**config.mk**
```make
export PLATFORM = sky130hd
export DESIGN_NAME = dmem_arbiter
export DESIGN_NICKNAME = d
export VERILOG_FILES = /design/src/rtl/dmem_arb_pkg.sv /design/src/rtl/dmem_rr_pick.sv /design/src/rtl/dmem_arbiter.sv
export SDC_FILE = /design/constraint.sdc
export NUM_CORES = 1
export LEC_CHECK = 0
export ABC_CLOCK_PERIOD_IN_PS = 3700
export CORE_AREA = 5 5 114 116
export CTS_BUF_LIST = sky130_fd_sc_hd__clkbuf_8
export CTS_CLUSTER_SIZE = 25
export DETAILED_ROUTE_END_ITERATION = 7
export DIE_AREA = 0 0 119 121
export GPL_ROUTABILITY_DRIVEN = 0
export PLACE_DENSITY = 0.83
export SYNTH_ARGS = -nofsm -noshare
export SYNTH_HDL_FRONTEND = slang
export SYNTH_SLANG_ARGS = --single-unit
```
**constraint.sdc**
```tcl
create_clock -name clk -period 3.7 [get_ports clk]
set_input_delay 0.74 -clock clk [delete_from_list [all_inputs] [get_ports clk]]
set_output_delay 0.74 -clock clk [all_outputs]
set_load 0.02 [all_outputs]
```
**src/rtl/dmem_arb_pkg.sv**
```systemverilog
// Shared types and helpers for the data-memory arbiter.
package dmem_arb_pkg;

    typedef enum logic [1:0] {
        IDLE,
        LOCKED0,
        LOCKED1
    } arbState_t;

    localparam logic P_CORE = 1'b0;
    localparam logic P_DMA  = 1'b1;

    function automatic logic addrErr(
        input logic [1:0]  byteOff,
        input logic [63:0] wordIdx,
        input int unsigned depth
    );
        return (byteOff != 2'b00) || (wordIdx >= 64'(depth));
    endfunction

endpackage

```
**src/rtl/dmem_rr_pick.sv**
```systemverilog
// Two-way round-robin selector producing a one-hot grant.
module dmem_rr_pick (
    input  logic [1:0] valid,
    input  logic       rrPtr,
    output logic [1:0] grant
);

    always_comb begin
        grant = valid;
        if (&valid) begin
            grant = rrPtr ? 2'b10 : 2'b01;
        end
    end

endmodule

```
**src/rtl/dmem_arbiter.sv**
```systemverilog
// Round-robin arbiter with lock support in front of the data memory.
module dmem_arbiter
    import dmem_arb_pkg::*;
#(
    parameter int unsigned DEPTH    = 64,
    parameter int unsigned DATA_W   = 32,
    parameter int unsigned ADDR_W   = 32,
    parameter int unsigned LOCK_MAX = 16
) (
    input  logic                   clk,
    input  logic                   rst,
    input  logic [1:0]             req_valid,
    output logic [1:0]             req_ready,
    input  logic [1:0]             req_we,
    input  logic [1:0]             req_lock,
    input  logic [1:0][ADDR_W-1:0] req_addr,
    input  logic [1:0][DATA_W-1:0] req_wdata,
    output logic [1:0]             rsp_valid,
    output logic [1:0][DATA_W-1:0] rsp_rdata,
    output logic [1:0]             rsp_err,
    output logic                   lock_timeout,
    output logic                   mem_we,
    output logic [ADDR_W-1:0]      mem_addr,
    output logic [DATA_W-1:0]      mem_wdata,
    input  logic [DATA_W-1:0]      mem_rdata
);

    localparam int CNT_W = $clog2(LOCK_MAX + 1);

    arbState_t         state;
    logic              rrPtr;
    logic [CNT_W-1:0]  lockCnt;

    logic [1:0]        eligible;
    logic [1:0]        grant;
    logic              granted;
    logic              gIdx;
    logic              gWe;
    logic              gLock;
    logic              err;
    logic [ADDR_W-1:0] gAddr;

    // A lock hides the other requester from the picker entirely.
    always_comb begin
        eligible = req_valid;
        case (state)
            LOCKED0: eligible = {1'b0, req_valid[P_CORE]};
            LOCKED1: eligible = {req_valid[P_DMA], 1'b0};
            default: eligible = req_valid;
        endcase
    end

    dmem_rr_pick uPick (
        .valid (eligible),
        .rrPtr (rrPtr),
        .grant (grant)
    );

    assign granted   = |grant;
    assign gIdx      = grant[1];
    assign gAddr     = req_addr[gIdx];
    assign gWe       = req_we[gIdx];
    assign gLock     = req_lock[gIdx];
    assign err       = granted &&
                       addrErr(gAddr[1:0], 64'(gAddr[ADDR_W-1:2]), DEPTH);
    assign req_ready = grant;
    assign mem_addr  = granted ? gAddr : '0;
    assign mem_wdata = granted ? req_wdata[gIdx] : '0;
    assign mem_we    = granted & gWe & ~err;

    always_ff @(posedge clk or posedge rst) begin
        if (rst) begin
            state        <= IDLE;
            rrPtr        <= 1'b0;
            lockCnt      <= '0;
            rsp_valid    <= 2'b00;
            rsp_err      <= 2'b00;
            rsp_rdata    <= '0;
            lock_timeout <= 1'b0;
        end else begin
            rsp_valid    <= 2'b00;
            rsp_err      <= 2'b00;
            lock_timeout <= 1'b0;
            if (granted) begin
                rsp_valid[gIdx] <= 1'b1;
                rsp_err[gIdx]   <= err;
                rsp_rdata[gIdx] <= (gWe || err) ? '0 : mem_rdata;
            end
            if (state == IDLE) begin
                if (&req_valid) begin
                    rrPtr <= ~gIdx;
                end
                if (granted && gLock) begin
                    state   <= gIdx ? LOCKED1 : LOCKED0;
                    lockCnt <= '0;
                end
            end else begin
                if (granted && !gLock) begin
                    state   <= IDLE;
                    lockCnt <= '0;
                end else if (lockCnt == CNT_W'(LOCK_MAX - 1)) begin
                    // Forced release hands priority to the starved side.
                    state        <= IDLE;
                    lockCnt      <= '0;
                    lock_timeout <= 1'b1;
                    rrPtr        <= (state == LOCKED0);
                end else begin
                    lockCnt <= lockCnt + 1'b1;
                end
            end
        end
    end

endmodule

```
==> impl_metrics.json <==
{
  "ys_ff_latch": 77,
  "status": "finished, final reports clean",
  "drive_gt1_frac": 0.0552,
  "synth_nets": 738,
  "startpoint_type": "flip-flop",
  "cp-end-kind": "primary output",
  "clock_skew_ns": 0.0115,
  "hpwlAfterDp_um": 14200,
  "worst_pin_slew_ns": 0.717,
  "crit_path_frequent_cell": "buf_4",
  "die_w_um": 119,
  "maxUsedRoutingLayer": "met5",
  "hp-class": "reg2reg",
  "slowest_stage": "clkdlybuf4s50_1",
  "seq_area_frac_synth": 0.456,
  "avgSynthCellArea_um2": 7.47,
  "cts_tree": "built",
  "n_fill_cell": 993,
  "relSlewSlack": 0.522,
  "finalInstanceArea_mm2": 0.00777,
  "met2_length_um": 8920,
  "cts-hold-fix-buffers": 0,
  "drc_errors": 0,
  "synth_compound_area_frac": 0.172,
  "die_h_um": 121,
  "final_cell_mix": "clkdlybuf4s50_1 (257), nand2_1 (242), dfrtp_1 (77), o21ai_1 (66), dlymetal6s2s_1 (36)",
  "synthMuxAreaShare": 0.00237,
  "pwr_density_cell_mw_per_mm2": 609,
  "synth-warning-count": 0,
  "whs_ns": 0.485,
  "num_vias": 5181,
  "worstPathRequired_ns": 2.96,
  "report.final.slew_viol_count": 0,
  "critPathMaxFanout": 8,
  "finalHoldViolCount": 0,
  "gr-usage-all-layers": 0.243,
  "top_level_ports": 304,
  "h-tree-depth": 3,
  "wl_um": 18600,
  "synth-main-ff-cell": "dfrtp_1",
  "drt_first_iter_violations": 545,
  "antenna_found_initial": 1,
  "clock_latency_ns": 0.35,
  "synth_xor_area_frac": 0.00207,
  "wl_met3_um": 1590,
  "cp_num_buf_inv": 5,
  "drt_first_pass_iters": 5,
  "initial_core_util": 0.358,
  "nets": 1039,
  "grt_first_pass_wirelength_um": 27800,
  "place_area_mm2": 0.00749,
  "path_cells": "inv_1, ha_1, nor2b_4, o211ai_1, buf_4, buf_4, buf_4, nand2_1, a21oi_1, clkdlybuf4s50_1",
  "syn_to_final_growth_pct": 83.8,
  "grt_max_degree": 43,
  "num_rows": 40,
  "arrival_ns": 2.85,
  "slowest_delay_ns": 0.62,
  "final_util": 0.658,
  "first_global_vias": 4890,
  "syn_inst": 566,
  "io_buffers": 303,
  "synth_top_family_by_area": "simple AND/OR/NAND/NOR gates",
  "synthAdderAreaFrac": 0.0118,
  "vias_per_cell": 5.09,
  "synth_edf_count": 0,
  "routedWlPerCell_um": 18.3,
  "die-area_mm2": 0.0144,
  "clock.fmax_ghz": 0.278,
  "yosys.area_share.simple": 0.299,
  "synthesis.area_mm2": 0.00423,
  "cts_made_buffers": 9,
  "fin_crit_ns": 3.59,
  "core_mm2": 0.0118,
  "drv_cap": 0,
  "worstSetupPathType": "reg2out",
  "cts-root-buf": "clkbuf_8",
  "finalPower_w": 0.00473,
  "leakage_nw": 3.76,
  "cts.sinks": 77,
  "diodes": 0,
  "path_clk_slew_ns": 0.08,
  "wl_met1_um": 7700,
  "layout_commonest_cell": "clkdlybuf4s50_1",
  "synthDistinctLibCells": 38,
  "grt_setup_unrepaired": "true",
  "overflow": 0,
  "cts_buffer_depth": 2,
  "vdd_drop_max_uv": 604,
  "antenna_left": 0,
  "setup_viol": 0,
  "path_delay_family": "buffers and inverters",
  "synthArstFlopShare": 1.00,
  "finalCritPeriodShare": 0.971
}
## state kept, by name, indices dropped and copies added, names as in the netlist
signal,count
lockCnt,5
lock_timeout,1
rrPtr,1
rsp_err,2
rsp_rdata,64
rsp_valid,2
state,2
## cell usage after synthesis (all sizes together) (2+ instances only)
library cell	number	area, um^2
o21ai	69	349
a31oi	3	18.8
nand4	3	18.8
clkbuf	15	56.3
nand2	243	920
buf	24	139
dfrtp	77	1930
inv	11	43.8
a21oi	33	165
nor4	12	75.1
ha	4	50.1
nand3	31	155
o221ai	3	50.1
nor2b	3	26.3
a22o	10	87.6
nor2	12	45.0
nand2b	2	12.5
## worst register-to-register path: stages, from the launching register on
cell      delay, ns
dfrtp_1        0.39
inv_1          0.09
ha_1           0.36
nor2b_4        0.16
o211ai_1       0.16
buf_4          0.18
buf_4          0.17
nand2_4        0.08
inv_2          0.18
buf_4          0.40
a211oi_1       0.14
a31oi_1        0.16
o21ai_1        0.08
## cell type report
class | instances | area (um^2) | share of cell area
inverter | 11 | 50.0 | 0.00644
timing repair buffer | 329 | 3370 | 0.434
clock inverter | 5 | 53.8 | 0.00692
clock buffer | 9 | 124 | 0.0159
tap | 147 | 184 | 0.0237
sequential | 77 | 1930 | 0.248
multi-input combinational | 439 | 2060 | 0.265
## worst paths after layout
check / from / endpoint / slack [ns] / cells past startpoint
setup / recovery: state[0] / mem_addr[28] / 0.11 / 10
hold / removal: rsp_rdata[26] / rsp_rdata[26] / 0.49 / 2
setup reg to reg: state[0] / state[1] / 1.05 / 12
hold reg to reg: rsp_rdata[26] / rsp_rdata[26] / 0.49 / 2
max in group asynchronous: rst / rsp_rdata[48] / 2.16 / 3
min in group asynchronous: rst / rsp_rdata[46] / 0.82 / 2
## logic make-up after synthesis
kind of cell    after synthesis
xor+xnor                      1
fa+ha+maj                     4
compound gates              125
flops                        77
buf+inv                      50
mux                           1
simple gates                308
## stage by stage
| stage | TNS, ns | worst slack, ns | std cells |
|---|---|---|---|
| final | 0 | 0.106 | 1017 |
| after global routing | -0.0889 | -0.0197 | 1017 |
| after CTS | 0 | 0.00248 | 1014 |
| after detailed placement | 0 | 0.0223 | 1000 |
| after global placement | 0 | 0.0912 | 1000 |
| after floorplan | 0 | 0.981 | 566 |
## routing by layer
| layer | track usage | vias to the layer above |
|---|---|---|
| met1 | 0.326 | 2395 |
| li1 | - | 2489 |
| met2 | 0.386 | 265 |
| met4 | 0.0601 | 2 |
| met3 | 0.0704 | 30 |
| met5 | 0 | - |
## timing repair
| action | in CTS | in global routing |
|---|---|---|
| cloned | 0 | 1 |
| gates resized for setup | 10 | 38 |
| pin swaps | 1 | 0 |
| endpoints found under the setup margin | 20 | 53 |
| buffers inserted | 0 | 2 |
## power breakdown
group,switching [W],internal (W)
Combinational,0.00189,0.00131
Clock,0.000302,0.000302
Sequential,0.0000273,0.000892
Total,0.00222,0.00251
Note: power is estimated with default switching activity, not from simulation.
